$ cat src/rtl/mem_arb_pkg.sv
// Shared types and defaults for the memory fill arbiter.
package mem_arb_pkg;
  localparam int WORD_BYTES          = 2;
  localparam int DEF_NUM_REQ         = 2;
  localparam int DEF_ADDR_W          = 16;
  localparam int DEF_DATA_W          = 16;
  localparam int DEF_BLOCK_WORDS     = 8;

  typedef enum logic [1:0] {
    IDLE  = 2'd0,
    ISSUE = 2'd1,
    DRAIN = 2'd2,
    WRITE = 2'd3
  } state_t;
endpackage

$ cat src/rtl/arb_picker.sv
// One-hot winner select: search starts at ptr and wraps, first valid requester wins.
module arb_picker
  import mem_arb_pkg::*;
#(
  parameter int NUM_REQ = DEF_NUM_REQ,
  parameter int PTR_W   = 1
) (
  input  logic [NUM_REQ-1:0] req,
  input  logic [PTR_W-1:0]   ptr,
  output logic [NUM_REQ-1:0] pick
);

  // Walk offsets from farthest to nearest so the nearest valid requester overwrites.
  always_comb begin
    int idx;
    pick = '0;
    idx  = 0;
    for (int k = NUM_REQ - 1; k >= 0; k--) begin
      idx = int'(ptr) + k;
      if (idx >= NUM_REQ) idx = idx - NUM_REQ;
      if (req[idx]) begin
        pick      = '0;
        pick[idx] = 1'b1;
      end
    end
  end

endmodule

$ cat src/rtl/mem_fill_arbiter.sv
// Arbitrates cache block fills / write-throughs onto one memory port.
// Define MEM_ARB_ROUND_ROBIN_EN for round-robin arbitration; fixed priority otherwise.
module mem_fill_arbiter
  import mem_arb_pkg::*;
#(
  parameter int NUM_REQ     = DEF_NUM_REQ,
  parameter int ADDR_W      = DEF_ADDR_W,
  parameter int DATA_W      = DEF_DATA_W,
  parameter int BLOCK_WORDS = DEF_BLOCK_WORDS
) (
  input  logic                             clk,
  input  logic                             rst,
  input  logic [NUM_REQ-1:0]               req_valid,
  input  logic [NUM_REQ-1:0]               req_wr,
  input  logic [NUM_REQ*ADDR_W-1:0]        req_addr,
  input  logic [NUM_REQ*DATA_W-1:0]        req_wdata,
  output logic [NUM_REQ-1:0]               grant,
  output logic                             fill_valid,
  output logic [DATA_W-1:0]                fill_data,
  output logic [$clog2(BLOCK_WORDS)-1:0]   fill_idx,
  output logic [NUM_REQ-1:0]               done,
  output logic                             busy,
  output logic                             mem_enable,
  output logic                             mem_wr,
  output logic [ADDR_W-1:0]                mem_addr,
  output logic [DATA_W-1:0]                mem_wdata,
  input  logic [DATA_W-1:0]                mem_rdata,
  input  logic                             mem_data_valid
);

  localparam int IDX_W = $clog2(BLOCK_WORDS);
  localparam int OFF_W = $clog2(BLOCK_WORDS * WORD_BYTES);
  localparam int PTR_W = (NUM_REQ > 1) ? $clog2(NUM_REQ) : 1;
  localparam logic [IDX_W-1:0] LAST_IDX = IDX_W'(BLOCK_WORDS - 1);

  state_t              state;
  logic [IDX_W-1:0]    iss_cnt;
  logic [IDX_W-1:0]    ret_cnt;
  logic [ADDR_W-1:0]   addr_q;
  logic [DATA_W-1:0]   wdata_q;
  logic [NUM_REQ-1:0]  pick;
  logic [PTR_W-1:0]    ptr;
  logic [ADDR_W-1:0]   sel_addr;
  logic [DATA_W-1:0]   sel_wdata;
  logic                sel_wr;
  logic                in_fill;
  logic                last_ret;
  logic [ADDR_W-1:0]   base;

  arb_picker #(.NUM_REQ(NUM_REQ), .PTR_W(PTR_W)) u_picker (
    .req  (req_valid),
    .ptr  (ptr),
    .pick (pick)
  );

  always_comb begin
    sel_addr  = '0;
    sel_wdata = '0;
    for (int i = 0; i < NUM_REQ; i++) begin
      if (pick[i]) begin
        sel_addr  = req_addr[i*ADDR_W +: ADDR_W];
        sel_wdata = req_wdata[i*DATA_W +: DATA_W];
      end
    end
  end
  assign sel_wr = |(pick & req_wr);

`ifdef MEM_ARB_ROUND_ROBIN_EN
  logic [PTR_W-1:0] ptr_nxt;

  // Pointer holds the index one above the last owner, i.e. where the next search starts.
  always_comb begin
    ptr_nxt = ptr;
    for (int i = 0; i < NUM_REQ; i++) begin
      if (pick[i]) ptr_nxt = (i == NUM_REQ - 1) ? '0 : PTR_W'(i + 1);
    end
  end

  always_ff @(posedge clk) begin
    if (rst) ptr <= '0;
    else if (state == IDLE && |req_valid) ptr <= ptr_nxt;
  end
`else
  assign ptr = '0;
`endif

  assign in_fill    = (state == ISSUE) || (state == DRAIN);
  assign fill_valid = in_fill && mem_data_valid;
  assign last_ret   = fill_valid && (ret_cnt == LAST_IDX);
  assign fill_data  = fill_valid ? mem_rdata : '0;
  assign fill_idx   = ret_cnt;
  assign done       = (last_ret || state == WRITE) ? grant : '0;
  assign busy       = (state != IDLE);
  assign mem_enable = (state == ISSUE) || (state == WRITE);
  assign mem_wr     = (state == WRITE);
  assign base       = {addr_q[ADDR_W-1:OFF_W], {OFF_W{1'b0}}};
  assign mem_addr   = (state == ISSUE) ? (base | {{(ADDR_W-OFF_W){1'b0}}, iss_cnt, 1'b0}) :
                      (state == WRITE) ? addr_q : '0;
  assign mem_wdata  = (state == WRITE) ? wdata_q : '0;

  always_ff @(posedge clk) begin
    if (rst) begin
      state   <= IDLE;
      grant   <= '0;
      addr_q  <= '0;
      wdata_q <= '0;
      iss_cnt <= '0;
      ret_cnt <= '0;
    end else begin
      case (state)
        IDLE: begin
          iss_cnt <= '0;
          ret_cnt <= '0;
          if (|req_valid) begin
            grant   <= pick;
            addr_q  <= sel_addr;
            wdata_q <= sel_wdata;
            state   <= sel_wr ? WRITE : ISSUE;
          end
        end
        ISSUE, DRAIN: begin
          if (state == ISSUE) begin
            iss_cnt <= iss_cnt + 1'b1;
            if (iss_cnt == LAST_IDX) state <= DRAIN;
          end
          if (fill_valid) ret_cnt <= ret_cnt + 1'b1;
          // A short memory latency can finish the block before issue wraps up.
          if (last_ret) begin
            state <= IDLE;
            grant <= '0;
          end
        end
        WRITE: begin
          state <= IDLE;
          grant <= '0;
        end
        default: begin
          state <= IDLE;
          grant <= '0;
        end
      endcase
    end
  end

endmodule
$ cat config.mk
export PLATFORM = sky130hd
export DESIGN_NAME = mem_fill_arbiter
export DESIGN_NICKNAME = d
export VERILOG_FILES = /design/src/rtl/mem_arb_pkg.sv /design/src/rtl/arb_picker.sv /design/src/rtl/mem_fill_arbiter.sv
export SDC_FILE = /design/constraint.sdc
export NUM_CORES = 1
export LEC_CHECK = 0
export CELL_PAD_IN_SITES_DETAIL_PLACEMENT = 0
export CELL_PAD_IN_SITES_GLOBAL_PLACEMENT = 1
export CORE_ASPECT_RATIO = 1.25
export CORE_UTILIZATION = 27
export DETAILED_ROUTE_END_ITERATION = 10
export PLACE_DENSITY = 0.91
export SLEW_MARGIN = 0
export SYNTH_ARGS = -nofsm -noshare
export SYNTH_HDL_FRONTEND = slang
export SYNTH_SLANG_ARGS = --single-unit
$ cat constraint.sdc
create_clock -name clk -period 2.3 [get_ports clk]
set_clock_uncertainty 0.2 [all_clocks]
set_input_delay 0.575 -clock clk [delete_from_list [all_inputs] [get_ports clk]]
set_output_delay 0.575 -clock clk [all_outputs]
set_load 0.005 [all_outputs]
==> results of run 1 <==
[cell type report]
cell class | instances | area, um2
clock buffer | 7 | 143
clock inverter | 1 | 5.00
fill | 922 | 4760
inverter | 5 | 21.3
multi-input combinational | 230 | 1650
sequential | 42 | 846
tap | 123 | 154
timing repair buffer | 192 | 1650
[critical path, delay by kind of cell, from the launching register on]
| kind | cells | cell delay, ps |
|---|---|---|
| simple gates | 2 | 130 |
| flops | 1 | 340 |
| buf+inv | 6 | 680 |
| fa+ha+maj | 1 | 160 |
[routing by layer]
metal	vias to the layer above	global-route usage
met4	0	0.0296
li1	1419	-
met3	2	0.0311
met5	-	0
met2	68	0.323
met1	1327	0.218
[power by group through the flow]
stage	sequential, uW	clock [uW]	combinational (uW)
after CTS	1050	721	2540
after global placement	1040	0	2130
after global routing	1090	755	2820
after floorplan	1030	0	1310
after detailed placement	1050	0	2180
final	1060	704	2590
[stage by stage]
stage | setup TNS (ps) | instance area (um2) | power [uW]
after floorplan | 0 | 2580 | 2340
after global placement | -7900 | 4230 | 3170
after detailed placement | -8280 | 4230 | 3230
after CTS | -1220 | 4500 | 4320
after global routing | -1140 | 4470 | 4660
final | -284 | 4470 | 4350
[flip-flops by register name (all words and copies together) (netlist names)]
name	flops
fill_idx	3
grant	2
iss_cnt	3
state	2
wdata_q	16
addr_q	16
[repair_timing]
action	CTS	global route
cloned	3	0
pin swaps	2	3
setup endpoints to repair	54	25
setup buffers	17	4
gates resized for setup	156	49
[cell families after synthesis]
family / after synthesis / share of synthesized area
compound gates: 84 / 0.294
flops: 42 / 0.325
simple gates: 134 / 0.257
buf+inv: 36 / 0.0692
mux: 4 / 0.0155
fa+ha+maj: 8 / 0.0387
[Yosys cell counts (2+ instances only)]
cell	number	area [um2]
nand2b_1	3	18.8
and3_1	16	100
nor2b_1	15	93.8
nor2_1	67	251
buf_4	8	60.1
inv_1	4	15.0
o2bb2ai_1	30	263
ha_1	8	100
o22ai_1	3	18.8
and2_1	16	100
a32oi_1	2	17.5
dfxtp_1	42	841
a211oi_2	21	263
a22oi_1	2	15.0
nand3b_1	3	22.5
a211oi_1	11	82.6
a21oi_1	5	25.0
o21ai_0	5	25.0
buf_2	10	50.1
nand2_1	9	33.8
clkbuf_1	12	45.0
mux2i_1	4	40.0
[how the worst max path moves through the flow]
| stage | endpoint | slack [ps] | cells after the start |
|---|---|---|---|
| 3_5_place_dp | done[0] | -420 | 5 |
| 6_report | mem_addr[6] | -60 | 9 |
| 3_3_place_gp | done[1] | -420 | 5 |
| 2_1_floorplan | fill_data[10] | 200 | 5 |
| 5_1_grt | mem_addr[6] | -120 | 9 |
| 4_1_cts | fill_data[3] | -170 | 7 |
==> impl_metrics.csv, run 1 <==
group,metric,value,unit
outcome,status,"finished, violations left",
outcome,violations,"setup timing",
critical_path,critPathCaptureType,"output pin",
critical_path,crit_path_start_kind,"register",
die,die_w,89.5,um
placement,place.gp.congestion,0.721,
power_and_ir_drop,p_per_area,975,nW/um2
placement,dp.cells,569,
synthesis,ys.flop_type,"dfxtp_1",
critical_path,critical_path_class,"reg2out",
synthesis,synth-seq-cells,42,
timing,rsz0062_at_grt,"true",
final_layout,final_common_cell,"clkdlybuf4s50_1",
clock_tree,numCtsBuffers,5,
power_and_ir_drop,switchingPower,1640,uW
drt,via_per_inst,4.69,
final_layout,layout_common_cells,"89 x clkdlybuf4s50_1, 66 x nor2_1, 40 x dfxtp_1",
clock_tree,clk_path_buf_depth,2,
clock_tree,root_buffer,"clkbuf_16",
power_and_ir_drop,worst_ir_drop_vdd,0.000426,V
critical_path,critPathLaunch,"state[0]$_SDFFE_PP0P_",
timing,hold_violations,0,
die,rows,39,
global_routing,track_usage,0.178,
global_routing,antenna_found_initial,0,
critical_path,slowest_stage,"dfxtp_2",
timing,tightest_slew,444,ps
die,coreArea,9220,um2
min_path,min_from,"wdata_q[13]$_SDFFE_PP0P_",
run,drv_cap,0,
synthesis,synth_cell_types,34,
global_routing,overflow,0,
placement,hpwlAfterDp,6160,um
synthesis,syn_inst,308,
min_path,holdPathEnd,"wdata_q[13]$_SDFFE_PP0P_",
final_layout,fin_util,0.484,
timing,timing.final.ws_setup,-61.9,ps
placement,place_ws,-422,ps
synthesis,yosysWarningCount,0,
critical_path,reg2reg_depth,8,
final_layout,synthToLayoutAreaGrowth,72.9,%
clock_tree,cts_sinks,42,
timing,finalSetupViolations,7,
power_and_ir_drop,leakage,0.00193,uW
die,initial_core_util,0.280,
critical_path,r2r_slack,340,ps
global_routing,grt_first_pass_wirelength,13800,um
drt,wl_met3,274,um
clock_tree,cts_tree,"done",
global_routing,grt_max_degree,33,
drt,route.detailed.drc,0,
critical_path,rr_startpoint,"state[1]$_SDFFE_PP0P_",
synthesis,syn-num-nets,403,
final_layout,nets,571,
critical_path,crit_path_frequent_cell,"buf_6",
critical_path,crit_path_max_incr_delay,340,ps
drt,dr_total_vias,2816,
clock_tree,clkLatencyLatePin,270,ps
clock_tree,cts_max_level,2,
drt,routedWlPerCell,14.6,um
synthesis,synth_edf_count,0,
drt,wl_met1,3870,um
synthesis,synth-async-reset-ratio,0,
timing,holdWs,297,ps
power_and_ir_drop,comb_power_share,0.595,
die,die_h,111,um
min_path,hold_class,"reg2reg",
timing,fmax,423,MHz
global_routing,grt_pass1_vias,2845,
drt,drt_iter0_markers,103,
synthesis,syn_area,2580,um2
critical_path,rr_endpoint,"state[1]$_SDFFE_PP0P_",
final_layout,num_antenna_cells,0,
power_and_ir_drop,seq_power_share,0.243,
critical_path,worstPathRequired,1520,ps
timing,slew_violations,0,
clock_tree,clk_pin_slew,60,ps
min_path,hold_path_depth,2,
drt,firstDrtPassIters,4,
clock_tree,cts_hold_buf,0,
timing,fin_crit_sh,1.03,
die,die-area,9970,um2
die,io_pins,146,
placement,io_buffer_count,145,
timing,period_needed,2360,ps
drt,routed_wl,8730,um
synthesis,seq_area_frac_synth,0.325,
drt,ant_nets,0,
critical_path,worst-path-max-fanout,4,
timing,max-slew-margin-rel,0.704,
power_and_ir_drop,swShare,0.377,
critical_path,critical_path.cell_chain,"buf_6 -> ha_4 -> nor2_2 -> buf_6 -> buf_6 -> buf_6 -> buf_6 -> nor2b_4 -> buf_2",
critical_path,arrival,1590,ps
drt,top_layer,"met4",
final_layout,drive_above_1_share,0.291,
final_layout,instances_no_fill,600,
power_and_ir_drop,internal_power,2710,uW
synthesis,avgSynthCellArea,8.39,um2
drt,met2_length,4560,um
power_and_ir_drop,power.share.clock,0.162,
No activity file was read; power rests on OpenSTA's default activity.
==> run 2, diff against run 1 <==
Settings changed: CORE_ASPECT_RATIO 1.25 to 0.6, REMOVE_ABC_BUFFERS set to 1.
==> impl_metrics.csv, run 2 (synthesis results as in run 1) <==
group,metric,value,unit
outcome,status,"complete, no violations",
timing,slew_violations,0,
drt,ant_nets,0,
placement,hpwlAfterDp,6580,um
clock_tree,root_buffer,"clkbuf_16",
die,initial_core_util,0.280,
die,die_w,128,um
global_routing,met2_usage,0.294,
clock_tree,cts_hold_buf,0,
global_routing,busiest_layer,"met2",
drt,dr_total_vias,2792,
critical_path,critPathCaptureType,"output pin",
timing,period_needed,2290,ps
clock_tree,cts_max_level,2,
drt,routed_wl,8940,um
drt,routedWlPerCell,15.1,um
critical_path,crit_path_start_kind,"register",
placement,place.gp.congestion,0.758,
placement,io_buffer_count,145,
clock_tree,cts_tree,"done",
global_routing,met3_usage,0.0497,
die,coreArea,9220,um2
power_and_ir_drop,p_per_area,950,nW/um2
timing,hold_violations,0,
min_path,hold_path_depth,2,
critical_path,reg2reg_depth,9,
timing,fin_crit_sh,0.996,
run,drv_cap,0,
power_and_ir_drop,leakage,0.00190,uW
final_layout,num_antenna_cells,0,
critical_path,arrival,1520,ps
clock_tree,clk_pin_slew,60,ps
timing,holdWs,285,ps
min_path,hold_class,"reg2reg",
global_routing,grt_first_pass_wirelength,14100,um
global_routing,gr-usage-met1,0.240,
global_routing,track_usage,0.180,
final_layout,top_regs,"addr_q (16), wdata_q (16)",
timing,tns,0,ps
clock_tree,clkLatencyLatePin,270,ps
global_routing,antenna_found_initial,0,
global_routing,overflow,0,
die,rows,27,
global_routing,grt_pass1_vias,2795,
drt,route.detailed.drc,0,
placement,postPlaceCellArea,4260,um2
timing,max-slew-margin-rel,0.749,
final_layout,nets,557,
final_layout,final_common_cell,"clkdlybuf4s50_1",
die,io_pins,146,
drt,drt_iter0_markers,75,
final_layout,synthToLayoutAreaGrowth,73.7,%
clock_tree,cts_sinks,42,
timing,tightest_slew,377,ps
die,die_h,77.8,um
timing,timing.final.ws_setup,9.86,ps
critical_path,worst-path-max-fanout,6,
final_layout,drive_above_1_share,0.201,
clock_tree,numCtsBuffers,5,
drt,firstDrtPassIters,4,
final_layout,layout_common_cells,"89 x clkdlybuf4s50_1, 66 x nor2_1, 40 x dfxtp_1",
final_layout,n_fill_cell,908,
die,die-area,9980,um2
drt,via_per_inst,4.72,
final_layout,fin_area,4490,um2
placement,place_ws,-404,ps
critical_path,critical_path_class,"reg2out",
global_routing,grt_max_degree,33,
clock_tree,clk_path_buf_depth,2,
critical_path,worstPathRequired,1520,ps
power_and_ir_drop,worst_ir_drop_vdd,0.000315,V
timing,fmax,437,MHz
timing,finalSetupViolations,0,
timing,rsz0062_at_grt,"true",
## run 2: cell count changes in the layout (fill, tap and decap cells not counted), moves of 3 or more
cell	before	now
buf_2	22	5
clkdlybuf4s15_1	0	15
buf_4	30	18
dlygate4sd2_1	12	23
clkbuf_2	22	12
buf_6	15	9
nor2b_4	4	0
buf_12	2	5
nor2b_1	11	14
## run 2: through the flow
stage / power, uW / instances / util
floorplan: 2190 / 277 / -
global placement: 3220 / 574 / 0.462
detailed placement: 3310 / 574 / 0.462
CTS: 4210 / 590 / 0.489
global route: 4560 / 592 / 0.487
finish: 4260 / 592 / 0.487
## run 2: path summary, 6_finish.rpt
kind	startpoint	end	slack, ps
max	state[0]$_SDFFE_PP0P_	fill_data[11]	10
min reg2reg	iss_cnt[0]$_SDFFE_PP0P_	iss_cnt[0]$_SDFFE_PP0P_	280
min	iss_cnt[0]$_SDFFE_PP0P_	iss_cnt[0]$_SDFFE_PP0P_	280
max reg2reg	state[0]$_SDFFE_PP0P_	state[1]$_SDFFE_PP0P_	180
## run 2: layout make-up
cell class,instances,area [um2],share of cell area
Tap cell,130,163,0.0363
Timing Repair Buffer,178,1690,0.377
Inverter,5,26.3,0.00586
Sequential cell,42,848,0.189
Clock buffer,7,133,0.0296
Multi-Input combinational cell,230,1630,0.362
## run 2: per-layer routing
metal,vias to the layer above,share of wire
li1,1393,-
met5,-,0
met4,0,0.0066
met1,1298,0.49
met2,95,0.44
met3,6,0.065
## run 2: timing repair
action / CTS / global route
gates cloned: 3 / 1
pin swaps: 3 / 2
endpoints found under the setup margin: 54 / 33
resized for setup: 99 / 44
buffers inserted: 6 / 1
## run 2: power by group
group / leakage, uW / internal, uW / switching, uW
logic: 0.00148 / 1280 / 1240
clock network: 0.0000640 / 397 / 260
registers: 0.000349 / 952 / 129
total: 0.00190 / 2630 / 1630
## run 2: worst max-delay path: stages, from the launching register on
cell,delay (ps)
dfxtp_4,400
inv_4,50
ha_4,290
buf_6,120
buf_6,100
and3_1,160
buf_2,120
==> run 3, diff against run 2 <==
Settings changed: CORE_UTILIZATION 27 to 24, PLACE_DENSITY 0.91 to 0.86.
Clock period 2.3 ns to 2 ns, I/O delays scaled along.
==> impl_metrics.csv, run 3 (synthesis results as in run 1) <==
group,metric,value,unit
placement,postPlaceCellArea,4380,um2
critical_path,critical_path.cell_chain,"buf_6 -> ha_4 -> buf_6 -> nor2_4 -> buf_6 -> buf_6 -> nor2b_1 -> buf_2",
final_layout,regArea,847,um2
critical_path,worst-path-max-fanout,4,
placement,io_buffer_count,145,
die,die-area,11200,um2
final_layout,drive_above_1_share,0.388,
clock_tree,cts_tree,"done",
final_layout,multiInputGateArea,1780,um2
clock_tree,clk_path_buf_depth,2,
outcome,status,"finished, violations left",
critical_path,worstPathRequired,1300,ps
critical_path,arrival,1520,ps
final_layout,fin_area,4930,um2
final_layout,n_fill_cell,970,
final_layout,layout_common_cells,"89 x clkdlybuf4s50_1, 66 x nor2_1, 50 x buf_6",
global_routing,overflow,0,
timing,hold_violations,0,
final_layout,nets,579,
critical_path,crit_path_frequent_cell,"buf_6",
critical_path,critical_path_class,"reg2out",
power_and_ir_drop,p_per_area,1130,nW/um2
critical_path,cp.buffers_inverters,5,
power_and_ir_drop,switchingPower,2050,uW
global_routing,grt_pass1_vias,2815,
timing,max-slew-margin-rel,0.775,
final_layout,final_common_cell,"clkdlybuf4s50_1",
drt,drt_iter0_markers,72,
power_and_ir_drop,power.share.clock,0.135,
drt,routed_wl,9570,um
clock_tree,cts_sinks,42,
power_and_ir_drop,leakage,0.00204,uW
clock_tree,clk_pin_slew,60,ps
placement,place.gp.congestion,0.722,
timing,fmax,451,MHz
critical_path,slowest_stage,"dfxtp_4",
timing,holdWs,293,ps
power_and_ir_drop,internal_power,3510,uW
die,initial_core_util,0.254,
clock_tree,numCtsBuffers,5,
global_routing,track_usage,0.168,
global_routing,grt_max_degree,31,
critical_path,critPathCaptureType,"output pin",
outcome,violations,"setup timing",
drt,firstDrtPassIters,4,
clock_tree,root_buffer,"clkbuf_16",
clock_tree,cts_max_level,2,
timing,finalSetupViolations,52,
global_routing,antenna_found_initial,0,
global_routing,met2_usage,0.283,
critical_path,crit_path_start_kind,"register",
drt,dr_total_vias,2872,
timing,timing.final.ws_setup,-220,ps
drt,ant_nets,0,
power_and_ir_drop,power,5570,uW
drt,route.detailed.drc,0,
power_and_ir_drop,comb_power_share,0.644,
die,die_h,82.4,um
die,rows,28,
power_and_ir_drop,swShare,0.369,
critical_path,crit_family,"buffers and inverters",
timing,rsz0062_at_grt,"true",
placement,hpwlAfterDp,6690,um
global_routing,gr-usage-met1,0.214,
power_and_ir_drop,worst_ir_drop_vdd,0.000459,V
timing,slew_violations,0,
final_layout,top_regs,"addr_q (16), wdata_q (16)",
global_routing,met3_usage,0.0513,
final_layout,synthToLayoutAreaGrowth,90.7,%
run,drv_cap,0,
clock_tree,clkLatencyLatePin,280,ps
die,die_w,136,um
critical_path,reg2reg_depth,9,
drt,routedWlPerCell,15.5,um
final_layout,num_antenna_cells,0,
global_routing,busiest_layer,"met2",
timing,tightest_slew,329,ps
min_path,hold_class,"reg2reg",
die,coreArea,10200,um2
timing,period_needed,2220,ps
critical_path,crit_path_max_incr_delay,350,ps
min_path,hold_path_depth,2,
drt,via_per_inst,4.64,
timing,fin_crit_sh,1.11,
global_routing,grt_first_pass_wirelength,14500,um
critical_path,crit_cells,8,
power_and_ir_drop,seq_power_share,0.220,
die,io_pins,146,
run 3: tightest hold or removal path, cell delays in order (launching register included):
cell	delay [ps]
dfxtp_1	300
nor2_1	90
a211oi_1	50
run 3: worst paths after layout:
path | to | start | slack (ps)
worst min-delay path | addr_q[14]$_SDFFE_PP0P_ | addr_q[14]$_SDFFE_PP0P_ | 290
worst max-delay path | mem_addr[11] | state[0]$_SDFFE_PP0P_ | -220
worst max register to register | iss_cnt[2]$_SDFFE_PP0P_ | state[0]$_SDFFE_PP0P_ | 70
worst min register to register | addr_q[14]$_SDFFE_PP0P_ | addr_q[14]$_SDFFE_PP0P_ | 290
run 3: final cells by class:
cell class,instances,area share
inverter,5,0.00432
timing repair buffer,200,0.402
multi-input combinational,230,0.361
clock buffer,7,0.0269
tap,135,0.0343
sequential,42,0.172
run 3: power groups by stage:
| stage | clock network [uW] | logic [uW] | registers, uW |
|---|---|---|---|
| 2_1_floorplan | 0 | 1330 | 1190 |
| 6_report | 753 | 3590 | 1230 |
| 5_1_grt | 810 | 3860 | 1260 |
| 3_3_place_gp | 0 | 2620 | 1200 |
| 4_1_cts | 783 | 3340 | 1220 |
| 3_5_place_dp | 0 | 2690 | 1220 |
run 3: metal layers:
metal,vias to the layer above,wire length (um)
met1,1345,4530
met3,7,628
li1,1442,-
met2,78,4350
met5,-,0
met4,0,53
run 3: stage by stage:
step | setup WS (ps) | instances | util | setup TNS (ps)
after floorplan | -396 | 277 | - | -16370
after global placement | -550 | 591 | 0.432 | -17430
after detailed placement | -570 | 591 | 0.432 | -19010
after CTS | -232 | 620 | 0.467 | -6930
after global routing | -268 | 619 | 0.485 | -8980
final | -220 | 619 | 0.485 | -6430
run 3: timing repair:
action	CTS	global route
pin swaps	21	10
resized for setup	296	43
endpoints found under the setup margin	56	72
buffers inserted	18	1
hold buffers	0	0
cloned	4	0
